File: config.mk
export PLATFORM = sky130hd
export DESIGN_NAME = mem_access_unit
export DESIGN_NICKNAME = d
export VERILOG_FILES = /design/src/rtl/mem_access_unit.sv
export SDC_FILE = /design/constraint.sdc
export NUM_CORES = 1
export LEC_CHECK = 0
export ABC_AREA = 1
export BUFFER_PORTS_ARGS = -buffer_cell sky130_fd_sc_hd__clkbuf_2
export CAP_MARGIN = 15
export CELL_PAD_IN_SITES_DETAIL_PLACEMENT = 1
export CELL_PAD_IN_SITES_GLOBAL_PLACEMENT = 1
export CORE_ASPECT_RATIO = 1.4
export CORE_MARGIN = 2
export CORE_UTILIZATION = 37
export DETAILED_ROUTE_END_ITERATION = 7
export PLACE_DENSITY = 0.76
export SLEW_MARGIN = 40
export SYNTH_ARGS = -nofsm -noshare
export SYNTH_HDL_FRONTEND = slang
export SYNTH_SLANG_ARGS = --single-unit
export TNS_END_PERCENT = 1
File: constraint.sdc
create_clock -name clk -period 9.4 [get_ports clk]
set_input_delay 1.88 -clock clk [delete_from_list [all_inputs] [get_ports clk]]
set_output_delay 1.88 -clock clk [all_outputs]
set_load 0.01 [all_outputs]
File: src/rtl/mem_access_unit.sv
// mem_access_unit: load/store engine for the RV32I MEM stage.
// Runs one aligned LB/LBU/LH/LHU/LW/SB/SH/SW per request over a byte-addressed
// memory port of BUS_BYTES lanes with pipelined reads of RD_LAT cycles.
// Loads look up the data cache first; word-load misses refill it, and every
// store is written through to it with a byte mask.
// Handshake: req_i rises with operands and is held stable until done_o; the
// unit stalls the pipeline with busy_o = req_i & ~done_o, so the pipeline
// advances on the clock edge that ends the single done_o cycle. Operands are
// latched at acceptance, so dropping req_i mid-access still completes it.
module mem_access_unit #(
    parameter int ADDR_W    = 32,
    parameter int BUS_BYTES = 1,
    parameter int RD_LAT    = 1
) (
    input  logic                   clk,
    input  logic                   rst,
    input  logic                   req_i,
    input  logic                   we_i,
    input  logic [1:0]             size_i,
    input  logic                   unsigned_i,
    input  logic [ADDR_W-1:0]      addr_i,
    input  logic [31:0]            wdata_i,
    output logic                   busy_o,
    output logic                   done_o,
    output logic [31:0]            rdata_o,
    output logic                   misalign_o,
    output logic                   mem_wr_o,
    output logic [ADDR_W-1:0]      mem_a_o,
    output logic [8*BUS_BYTES-1:0] mem_dout_o,
    output logic [BUS_BYTES-1:0]   mem_be_o,
    input  logic [8*BUS_BYTES-1:0] mem_din_i,
    output logic                   dcache_re_o,
    output logic [ADDR_W-1:0]      dcache_raddr_o,
    input  logic                   dcache_hit_i,
    input  logic [31:0]            dcache_data_i,
    output logic                   dcache_we_o,
    output logic [ADDR_W-1:0]      dcache_waddr_o,
    output logic [31:0]            dcache_wdata_o,
    output logic [3:0]             dcache_wmask_o,
    output logic [2:0]             dbg_state_o
);

    localparam int BW = 8 * BUS_BYTES;
    localparam int SH = $clog2(BUS_BYTES);

    typedef enum logic [2:0] {
        S_IDLE   = 3'd0,
        S_LOOKUP = 3'd1,
        S_RD     = 3'd2,
        S_WR     = 3'd3,
        S_DONE   = 3'd4
    } state_t;

    state_t            r_state;
    logic [1:0]        r_size;
    logic              r_uns;
    logic [ADDR_W-1:0] r_addr;
    logic [31:0]       r_wdata;
    logic [31:0]       r_buf;
    logic [3:0]        r_cnt;     // beat on the bus (WR) or cycles spent in RD
    logic [3:0]        w_rcv;     // beat whose read data is on mem_din_i
    logic [31:0]       w_asm;     // read buffer with the current beat merged in

    function automatic logic [3:0] f_nbytes(input logic [1:0] s);
        case (s)
            2'b00:   return 4'd1;
            2'b01:   return 4'd2;
            default: return 4'd4;
        endcase
    endfunction

    function automatic logic [3:0] f_beats(input logic [1:0] s);
        return (f_nbytes(s) + 4'(BUS_BYTES - 1)) >> SH;
    endfunction

    function automatic logic f_misalign(input logic [1:0] a, input logic [1:0] s);
        case (s)
            2'b00:   return 1'b0;
            2'b01:   return a[0];
            default: return |a;
        endcase
    endfunction

    // Only the last beat of a transfer can be partially enabled.
    function automatic logic [BUS_BYTES-1:0] f_be(input logic [1:0] s, input logic [3:0] k);
        logic [3:0]           lanes;
        logic [BUS_BYTES-1:0] be;
        lanes = 4'(BUS_BYTES);
        if (k == f_beats(s) - 4'd1)
            lanes = f_nbytes(s) - ((f_beats(s) - 4'd1) << SH);
        for (int j = 0; j < BUS_BYTES; j++)
            be[j] = (4'(j) < lanes);
        return be;
    endfunction

    function automatic logic [BW-1:0] f_dout(input logic [31:0] wd, input logic [3:0] k);
        return BW'(wd >> (32'(k) << (SH + 3)));
    endfunction

    function automatic logic [31:0] f_ext(input logic [31:0] d, input logic [1:0] s, input logic u);
        case (s)
            2'b00:   return u ? {24'd0, d[7:0]}  : {{24{d[7]}}, d[7:0]};
            2'b01:   return u ? {16'd0, d[15:0]} : {{16{d[15]}}, d[15:0]};
            default: return d;
        endcase
    endfunction

    function automatic logic [3:0] f_mask(input logic [1:0] s);
        case (s)
            2'b00:   return 4'b0001;
            2'b01:   return 4'b0011;
            default: return 4'b1111;
        endcase
    endfunction

    function automatic logic [ADDR_W-1:0] f_beat_addr(input logic [ADDR_W-1:0] a, input logic [3:0] k);
        return a + (ADDR_W'(k) << SH);
    endfunction

    assign busy_o      = req_i & ~done_o;
    assign dbg_state_o = r_state;
    assign w_rcv       = r_cnt - 4'(RD_LAT);

    // Merge the lanes of the beat currently being received into the read buffer.
    always_comb begin
        w_asm = r_buf;
        for (int j = 0; j < BUS_BYTES; j++) begin
            if ((int'(w_rcv) * BUS_BYTES + j) < 4)
                w_asm[8*(int'(w_rcv)*BUS_BYTES + j) +: 8] = mem_din_i[8*j +: 8];
        end
    end

    // Access sequencer: accepts a request, drives cache and memory beats, pulses done.
    always_ff @(posedge clk or posedge rst) begin
        if (rst) begin
            r_state        <= S_IDLE;
            r_size         <= 2'b00;
            r_uns          <= 1'b0;
            r_addr         <= '0;
            r_wdata        <= '0;
            r_buf          <= '0;
            r_cnt          <= '0;
            done_o         <= 1'b0;
            rdata_o        <= '0;
            misalign_o     <= 1'b0;
            mem_wr_o       <= 1'b0;
            mem_a_o        <= '0;
            mem_dout_o     <= '0;
            mem_be_o       <= '0;
            dcache_re_o    <= 1'b0;
            dcache_raddr_o <= '0;
            dcache_we_o    <= 1'b0;
            dcache_waddr_o <= '0;
            dcache_wdata_o <= '0;
            dcache_wmask_o <= '0;
        end else begin
            case (r_state)
                S_IDLE: begin
                    if (req_i) begin
                        r_size  <= size_i;
                        r_uns   <= unsigned_i;
                        r_addr  <= addr_i;
                        r_wdata <= wdata_i;
                        r_cnt   <= '0;
                        if (f_misalign(addr_i[1:0], size_i)) begin
                            done_o     <= 1'b1;
                            misalign_o <= 1'b1;
                            r_state    <= S_DONE;
                        end else if (we_i) begin
                            mem_wr_o   <= 1'b1;
                            mem_a_o    <= addr_i;
                            mem_dout_o <= f_dout(wdata_i, 4'd0);
                            mem_be_o   <= f_be(size_i, 4'd0);
                            r_state    <= S_WR;
                        end else begin
                            dcache_re_o    <= 1'b1;
                            dcache_raddr_o <= addr_i;
                            r_state        <= S_LOOKUP;
                        end
                    end
                end
                S_LOOKUP: begin
                    dcache_re_o    <= 1'b0;
                    dcache_raddr_o <= '0;
                    r_cnt          <= '0;
                    if (dcache_hit_i) begin
                        rdata_o <= f_ext(dcache_data_i, r_size, r_uns);
                        done_o  <= 1'b1;
                        r_state <= S_DONE;
                    end else begin
                        mem_a_o <= r_addr;
                        r_state <= S_RD;
                    end
                end
                S_RD: begin
                    r_cnt <= r_cnt + 4'd1;
                    if (r_cnt + 4'd1 < f_beats(r_size))
                        mem_a_o <= f_beat_addr(r_addr, r_cnt + 4'd1);
                    else
                        mem_a_o <= '0;
                    if (r_cnt >= 4'(RD_LAT)) begin
                        r_buf <= w_asm;
                        if (w_rcv == f_beats(r_size) - 4'd1) begin
                            rdata_o <= f_ext(w_asm, r_size, r_uns);
                            done_o  <= 1'b1;
                            r_state <= S_DONE;
                            if (r_size[1]) begin
                                dcache_we_o    <= 1'b1;
                                dcache_waddr_o <= r_addr;
                                dcache_wdata_o <= w_asm;
                                dcache_wmask_o <= 4'b1111;
                            end
                        end
                    end
                end
                S_WR: begin
                    if (r_cnt == f_beats(r_size) - 4'd1) begin
                        mem_wr_o       <= 1'b0;
                        mem_a_o        <= '0;
                        mem_dout_o     <= '0;
                        mem_be_o       <= '0;
                        dcache_we_o    <= 1'b1;
                        dcache_waddr_o <= r_addr;
                        dcache_wdata_o <= r_wdata;
                        dcache_wmask_o <= f_mask(r_size);
                        done_o         <= 1'b1;
                        r_state        <= S_DONE;
                    end else begin
                        r_cnt      <= r_cnt + 4'd1;
                        mem_a_o    <= f_beat_addr(r_addr, r_cnt + 4'd1);
                        mem_dout_o <= f_dout(r_wdata, r_cnt + 4'd1);
                        mem_be_o   <= f_be(r_size, r_cnt + 4'd1);
                    end
                end
                S_DONE: begin
                    done_o         <= 1'b0;
                    misalign_o     <= 1'b0;
                    dcache_we_o    <= 1'b0;
                    dcache_waddr_o <= '0;
                    dcache_wdata_o <= '0;
                    dcache_wmask_o <= '0;
                    r_state        <= S_IDLE;
                end
                default: r_state <= S_IDLE;
            endcase
        end
    end

endmodule

==> results of run 1 <==
-- flip-flops by register name (all words and copies together), names as in the netlist --
signal          cells
dbg_state_o         3
dcache_raddr_o     32
dcache_re_o         1
dcache_waddr_o     32
dcache_wdata_o     32
dcache_we_o         1
dcache_wmask_o      3
done_o              1
mem_a_o            32
mem_be_o            1
mem_dout_o          8
mem_wr_o            1
misalign_o          1
r_addr             32
r_buf              32
r_cnt               4
r_size              2
r_uns               1
r_wdata            32
rdata_o            32
-- worst min-delay path, cell delays in order, from the launching register on --
cell     delay, ps
dfrtp_1        340
nand2_1         60
nand2_1         50
-- final cells by class --
cell class	count	area, um^2
Sequential cell	283	7082
Inverter	157	593.1
Clock inverter	10	146.4
Tap cell	522	653.1
Timing Repair Buffer	311	1652
Clock buffer	46	910.9
Fill cell	4699	21040
Multi-Input combinational cell	1229	6319
-- power breakdown --
group	internal, mW	switching [mW]	total (mW)
registers	1.76	0.474	2.24
logic	1.05	2.12	3.17
clock network	0.750	0.531	1.28
total	3.57	3.12	6.69
-- routing by layer --
| layer | routed length, um | track usage | vias up |
|---|---|---|---|
| li1 | - | - | 6355 |
| met4 | 2223 | 0.1059 | 0 |
| met1 | 20010 | 0.2908 | 6899 |
| met3 | 1930 | 0.02814 | 102 |
| met2 | 30440 | 0.5214 | 374 |
| met5 | 0 | 0 | - |
-- worst max path at each step --
stage                     startpoint            endpoint  slack (ps)  depth (start not counted)
after detailed placement    r_cnt[0]  dcache_waddr_o[29]        4630                         13
after CTS                   r_cnt[0]  dcache_waddr_o[29]        4590                         13
after global placement      r_cnt[0]  dcache_waddr_o[29]        4790                         13
final                       r_cnt[0]         rdata_o[19]        4560                         16
after global routing        r_cnt[0]         rdata_o[28]        4150                         16
after floorplan                  rst      dbg_state_o[0]        3770                          1
-- kinds of logic (layout without fill, tap and decap cells) --
kind of cell / Yosys count / after routing
xor gates and xnor gates: 4 / 4
DFF: 283 / 283
buffers and inverters: 245 / 524
muxes: 44 / 44
AOI/OAI and AO/OA: 404 / 404
adders and majority gates: 13 / 13
and+or+nand+nor: 764 / 764
-- placed cells by master, fill, tap and decap left out, types with 4 or more instances in the layout --
cell type	Yosys	routed
a21oi_1	99	99
a22oi_1	8	8
a2bb2oi_1	20	20
a31oi_1	4	4
buf_4	3	10
buf_6	3	6
clkbuf_1	48	6
clkbuf_16	0	30
clkbuf_2	0	293
clkbuf_8	0	10
dfrtp_1	283	283
ha_1	12	12
inv_1	142	141
inv_2	15	15
mux2_1	9	9
mux2_2	35	35
nand2_1	472	470
nand2_2	6	6
nand2_4	4	6
nand3_1	105	105
nand4_1	26	26
nor2_1	100	100
nor2_2	7	7
nor2_4	4	4
nor3_1	18	18
o211ai_1	12	12
o21ai_0	157	157
o21ai_1	60	59
o21ai_2	7	8
o21bai_1	8	8
o221ai_1	11	11
o22ai_1	11	11
-- per-stage QoR --
step	power, mW	std cells	utilization
global route	7.162	2558	0.4520
global placement	5.299	2499	0.4225
detailed placement	5.427	2501	0.4238
CTS	6.733	2557	0.4514
floorplan	4.155	1757	-
finish	6.689	2558	0.4520
==> results.cfg, run 1 <==
[run_status]
status = completed

[floorplanning]
start_util = 0.3742
fp.dieH_um = 237.2
ioPinCount = 294
die_w_um = 170.5
die_area_um2 = 40450
coreArea_um2 = 38390
rows = 85

[setup_path]
cp_max_fo = 27
cpPeakStageDelay_ps = 880
crit_buf_inv = 2
arrival_ps = 5310
critPathMostFrequentCell = nand2_1
ff2ff_setup_slack_ps = 4560
slowest_stage = dfrtp_1
ff2ff_path_depth = 16
critPathRequiredTime_ps = 9870
critPathLaunchType = flop
crit_family = simple AND/OR/NAND/NOR gates
r2r-end = rdata_o[19]
r2r_start = r_cnt[0]
crit_chain = inv_2 > ha_1 > nand2_1 > nor2_1 > inv_1 > ha_1 > nor3_1 > nand2_1 > a21oi_2 > nand2_2 > nand2_1 > nand2_2 > a21oi_4 > nand3_1 > nand2_1 > nand2_1
critPathKind = reg2reg
cp-end-kind = flop

[synthesis]
synth_top_cell_area_share = 0.4929
ys_types = 49
syn_inst = 1757
synth_simple_gate_area_share = 0.2303
synthTopCellsByArea = dfrtp_1, nand2_1, o21ai_0, inv_1, nand3_1
synth.net_count = 1882
synthMuxAreaShare = 0.03449
synth_top_area_cell = dfrtp_1
yosys.area_share.xor_xnor = 0.002438
async_flop_share = 1.000
synth_top_family_by_area = simple AND/OR/NAND/NOR gates
ys_warn_count = 0
synth_compound_area_frac = 0.1590
synth_edf_count = 0
ys_seq_elements = 283
synth.yosys.seq_area_share = 0.4929
yosys.area_share.adder = 0.01184
yosysMostFrequentCell = nand2_1
netlist_area_um2 = 14370
yosys-top-cells-count = nand2_1, dfrtp_1, o21ai_0
avgSynthCellArea_um2 = 8.177
synthFlopType = dfrtp_1

[grt]
grt_pass1_vias = 14540
grt.overflow.total = 0
grt_pass1_wl_um = 83550
grt_max_degree = 80
grt_use_total = 0.2678
antenna_found_initial = 0

[clock_tree]
cts.path.max_buffers = 3
cts_resized = 0
tritoncts = done
clk_latency_ps = 580
cts_root_buf = clkbuf_16
post_cts.repair.setup_buffers = 0
clock-sinks = 283
numCtsBuffers = 30
clkTransAtPathRegs_ps = 60
hold_buffers = 0
htreeDepth = 1

[timing]
min_period_over_period = 0.5149
rsz0062_at_grt = false
finalSetupTns_ps = 0
fmax_ghz = 0.2066
setup_viol = 0
period_needed_ps = 4840
finClkSkew_ps = 10.82
whs_ps = 483.3
worst_slew_pin_slew_ps = 822.2
drv_slew = 0
slew-limit-headroom = 0.4518
hold_viol = 0
setup_ws_ps = 4560

[cells_and_area]
antenna_cells = 0
fin_nets = 2137
drive_gt1_frac = 0.2254
area_growth_pct = 20.80
final_area_um2 = 17360

[placed_design]
place_congestion = 0.9156
dp_slack_ps = 4634
portBuffers = 293
place_hpwl_um = 41200
postPlaceCellArea_um2 = 16270

[drt]
num_vias = 13730
vias_per_cell = 5.367
wire_per_inst_um = 21.35
ant_nets = 0
drc = 0
dr.pass1.iters = 5
drt-initial-drc-count = 839
drt_wl_total_um = 54600

[hold_path]
hp-start = mem_a_o[15]
hold_end = mem_a_o[15]
worst_hold_path_type = reg2reg
worst_hold_path.num_cells = 2

[run]
max-cap-violations = 0

[power]
p_leak_nw = 8.560
powerDensity_nw_per_um2 = 385.4
ir_worst_vdd_mv = 0.1625
Power figures use the tool's default switching activity.
==> run 2, diff against run 1 <==
clock period = 4.35 ns   (was 9.4 ns; I/O delays follow)
==> run 2 against run 1 <==
Maximum frequency up 22%. Worst hold slack worse by 210 ps. Via count down 0.83%. Total power up 110%. Sequential share of layout area up 0.059 points. Non-clock buffer count up 5. Clock-buffer cell count down 2. First-iteration DRC count down 22%. Critical path depth up 2. Combinational power up 120%. Register-to-register slack worse by 4200 ps. Largest power group unchanged. Highest routed layer unchanged.
==> results.cfg, run 2 (synthesized netlist as in run 1, its figures left out) <==
[run_status]
status = completed

[cells_and_area]
drive_gt1_frac = 0.2246
fin_nets = 2142
fill_cells = 4739
antenna_cells = 0
finalNonFillerCells = 2557
layout_commonest_cell = nand2_1
area_growth_pct = 20.62
layout_common_cells = nand2_1, clkbuf_2, dfrtp_1

[timing]
setup_viol = 0
drv_slew = 0
period_needed_ps = 3982
rsz0062_at_grt = false
whs_ps = 270.0
finClkSkew_ps = 11.93
fmax_ghz = 0.2511
slew-limit-headroom = 0.4850
worst_slew_pin_slew_ps = 764.4
hold_viol = 0
min_period_over_period = 0.9154

[power]
powerDensity_nw_per_um2 = 826.7
ir_worst_vdd_mv = 0.3693
p_leak_nw = 8.543

[clock_tree]
post_cts.repair.setup_buffers = 0
cts.path.max_buffers = 3
clkTransAtPathRegs_ps = 60
hold_buffers = 0
numCtsBuffers = 30
clk_latency_ps = 570
tritoncts = done
clock-sinks = 283
cts_root_buf = clkbuf_16
cts_resized = 0
htreeDepth = 1

[placed_design]
dp_cells = 2507
portBuffers = 293
place_congestion = 0.9333
place_hpwl_um = 41460

[setup_path]
cp_max_fo = 24
critPathLaunch = r_cnt[0]
r2r_start = r_cnt[0]
critPathRequiredTime_ps = 4810
arrival_ps = 4440
critPathLaunchType = flop
critPathKind = reg2reg
cp-end-kind = flop

[floorplanning]
fp.dieH_um = 237.2
die_area_um2 = 40450
rows = 85
start_util = 0.3742
ioPinCount = 294
coreArea_um2 = 38390
die_w_um = 170.5

[hold_path]
worst_hold_path_type = in2async

[grt]
grt_pass1_vias = 14410
antenna_found_initial = 0
grt_max_degree = 97
grt_pass1_wl_um = 82840
grt_use_total = 0.2680
grt.overflow.total = 0

[drt]
vias_per_cell = 5.325
drt_wl_total_um = 54470
num_vias = 13620
dr.pass1.iters = 5
wire_per_inst_um = 21.30
ant_nets = 0
drt-initial-drc-count = 656
drc = 0

[run]
max-cap-violations = 0
-- run 2: critical path: stages (launching register included) --
cell and delay (ps):
dfrtp_1 520, inv_2 400, ha_1 260, inv_1 60
nand2_1 70, nand2_2 80, nor2_1 120, inv_1 60
ha_1 440, nor3_1 260, nand2_1 100, a21oi_2 140
nand2_2 180, nand2_1 160, nand2_2 110, a21oi_4 550
nand3_1 180, nand2_1 100, nand2_1 50
-- run 2: power by group --
| part | internal [mW] | total (mW) | switching, mW |
|---|---|---|---|
| combinational | 2.29 | 6.90 | 4.61 |
| sequential | 3.81 | 4.80 | 0.986 |
| clock | 1.55 | 2.63 | 1.08 |
| total | 7.65 | 14.3 | 6.67 |
-- run 2: path summary, 6_finish.rpt --
path	end	slack [ps]	cells after the start
max reg2reg	rdata_o[21]	370	18
max in group asynchronous	r_wdata[25]	3030	4
min	dcache_raddr_o[4]	270	2
max	rdata_o[21]	370	18
min reg2reg	dcache_we_o	490	2
min in group clk	dcache_we_o	490	2
-- run 2: final cells by class --
| type | count | area, um^2 | share of cell area |
|---|---|---|---|
| flip-flops and latches | 283 | 7082 | 0.4086 |
| clock inverters | 6 | 107.6 | 0.006209 |
| well taps | 522 | 653.1 | 0.03769 |
| clock buffers | 44 | 874.6 | 0.05047 |
| multi-input cells | 1229 | 6327 | 0.3651 |
| repair buffers | 316 | 1693 | 0.09768 |
| inverters | 157 | 593.1 | 0.03422 |
-- run 2: metal layers --
metal / vias up / track usage / wire length [um]
met5: - / 0 / 0
met4: 0 / 0.1437 / 3172
met3: 126 / 0.03130 / 2031
met2: 363 / 0.5035 / 29460
met1: 6770 / 0.2892 / 19800
li1: 6357 / - / -
-- run 2: stage by stage --
stage / util / power [mW] / setup TNS (ps) / setup WS [ps] / area, um^2
floorplan: - / 8.979 / -76200 / -269.3 / 14370
global placement: 0.4248 / 11.54 / 0 / 735.9 / 16310
detailed placement: 0.4257 / 11.79 / 0 / 413.7 / 16340
CTS: 0.4513 / 14.48 / 0 / 367.9 / 17330
global route: 0.4514 / 15.38 / 0 / 17.56 / 17330
finish: 0.4514 / 14.33 / 0 / 368.2 / 17330
==> run 3, diff against run 2 <==
==> constraint.sdc (replaced) <==
create_clock -name clk -period 4.35 [get_ports clk]
set_input_delay 0.6525 -clock clk [delete_from_list [all_inputs] [get_ports clk]]
set_output_delay 0.6525 -clock clk [all_outputs]
set_load 0.01 [all_outputs]
==> run 3 against run 2 <==
Routed wire length is 1.5% higher. Flip-flop and latch count did not move. Cell count up 0.16%. Critical endpoint is now rdata_o[29]. Highest routed layer unchanged.
==> results.cfg, run 3 (synthesized netlist as in run 1, its figures left out) <==
[clock_tree]
cts_resized = 0
cts_root_buf = clkbuf_16
cts.path.max_buffers = 3
clk_latency_ps = 590
numCtsBuffers = 30
tritoncts = done
clkTransAtPathRegs_ps = 70
clock-sinks = 283
htreeDepth = 1

[cells_and_area]
layout_commonest_cell = nand2_1
drive_gt1_frac = 0.2290
final_area_um2 = 17380
layout_common_cells = nand2_1, clkbuf_2, dfrtp_1
fin_nets = 2142
finalNonFillerCells = 2561
antenna_cells = 0
finish.utilization = 0.4526
area_growth_pct = 20.94

[setup_path]
critPathRequiredTime_ps = 4810
r2r-end = rdata_o[29]
critPathLaunch = r_cnt[0]
ff2ff_path_depth = 16
cp-end-kind = flop
ff2ff_setup_slack_ps = 380
cp_max_fo = 24
r2r_start = r_cnt[0]
critPathKind = reg2reg
arrival_ps = 4430
critPathLaunchType = flop
crit_end = rdata_o[29]

[floorplanning]
fp.dieH_um = 237.2
start_util = 0.3742
ioPinCount = 294
die_w_um = 170.5
die_area_um2 = 40450
rows = 85
coreArea_um2 = 38390

[timing]
min_period_over_period = 0.9117
slew-limit-headroom = 0.3008
fmax_ghz = 0.2521
hold_viol = 0
worst_slew_pin_slew_ps = 1041
period_needed_ps = 3966
rsz0062_at_grt = false
setup_ws_ps = 384.1
drv_slew = 0
finClkSkew_ps = 26.02
setup_viol = 0

[power]
powerDensity_nw_per_um2 = 834.9
p_leak_nw = 8.584
finalPower_mw = 14.51
ir_worst_vdd_mv = 0.3742

[placed_design]
place_congestion = 0.9336
dp_slack_ps = 479.6
dp_cells = 2506
portBuffers = 293
postPlaceCellArea_um2 = 16320
place_hpwl_um = 41650

[drt]
drt-initial-drc-count = 825
drt_wl_total_um = 55310
ant_nets = 0
vias_per_cell = 5.366
num_vias = 13740
drc = 0
dr.pass1.iters = 5
wire_per_inst_um = 21.60

[grt]
grt.overflow.total = 0
grt_pass1_vias = 14530
grt_pass1_wl_um = 84090
grt_max_degree = 83
grt_use_total = 0.2706
antenna_found_initial = 0

[hold_path]
worst_hold_path_type = in2async

[run_status]
status = completed

[run]
max-cap-violations = 0
==> run 3: cell count changes in the layout (fill, tap and decap cells not counted) <==
cell | before | now
clkbuf_8 | 5 | 7
bufinv_16 | 3 | 4
clkinv_8 | 0 | 1
nand2_4 | 5 | 6
a21oi_2 | 1 | 2
inv_6 | 0 | 1
nand2_8 | 1 | 0
clkbuf_1 | 8 | 2
clkinv_2 | 2 | 8
clkbuf_16 | 31 | 30
buf_12 | 4 | 3
==> run 3: per-layer routing <==
layer  vias up  GRT usage  part of all wire
met2       368     0.5160              0.55
li1       6350          -                 -
met5         -          0                 0
met3       133    0.02880             0.037
met4         0     0.1437             0.059
met1      6892     0.2877              0.36
==> run 3: worst max-delay path, stage by stage (launching register included) <==
cell and delay, ps:
dfrtp_1 580, inv_2 290, ha_1 400, nand2_1 90, nor2_1 180, inv_1 60
ha_1 430, nor3_1 280, nand2_1 100, a21oi_2 150, nand2_2 180, nand2_1 120
nand2_2 140, a21oi_2 540, nand3_1 150, nand2_1 90, nand2_1 60
==> run 3: layout make-up <==
cell class / instances / area (um^2)
inverters: 157 / 593.1
fillers: 4724 / 21020
multi-input cells: 1230 / 6327
clock inverters: 15 / 192.7
well taps: 522 / 653.1
flip-flops and latches: 283 / 7082
repair buffers: 315 / 1673
clock buffers: 39 / 854.6
==> run 3: how the worst min path moves through the flow <==
stage | slack (ps) | startpoint | end
after floorplan | 450 | r_buf[24] | r_buf[24]
after global placement | 470 | dcache_we_o | dcache_we_o
after detailed placement | 470 | mem_a_o[15] | mem_a_o[15]
after CTS | 170 | rst | dcache_raddr_o[7]
after global routing | 200 | rst | mem_a_o[13]
final | 160 | rst | dcache_raddr_o[7]
==> run 3: per-stage QoR <==
stage | hold WS [ps] | TNS, ps
4_1_cts | 167.1 | 0
3_3_place_gp | 465.1 | 0
3_5_place_dp | 469.0 | 0
2_1_floorplan | 453.1 | -14650
5_1_grt | 199.8 | 0
6_report | 159.0 | 0
==> run 3: timing repair <==
action,CTS,global route
buffers inserted,0,0
hold buffers,0,0
endpoints found under the hold margin,0,0
endpoints found under the setup margin,0,3
==> run 3: report_power, final <==
group | switching [mW] | internal (mW)
clock network | 1.14 | 1.62
registers | 1.01 | 3.81
logic | 4.64 | 2.28
total | 6.79 | 7.71
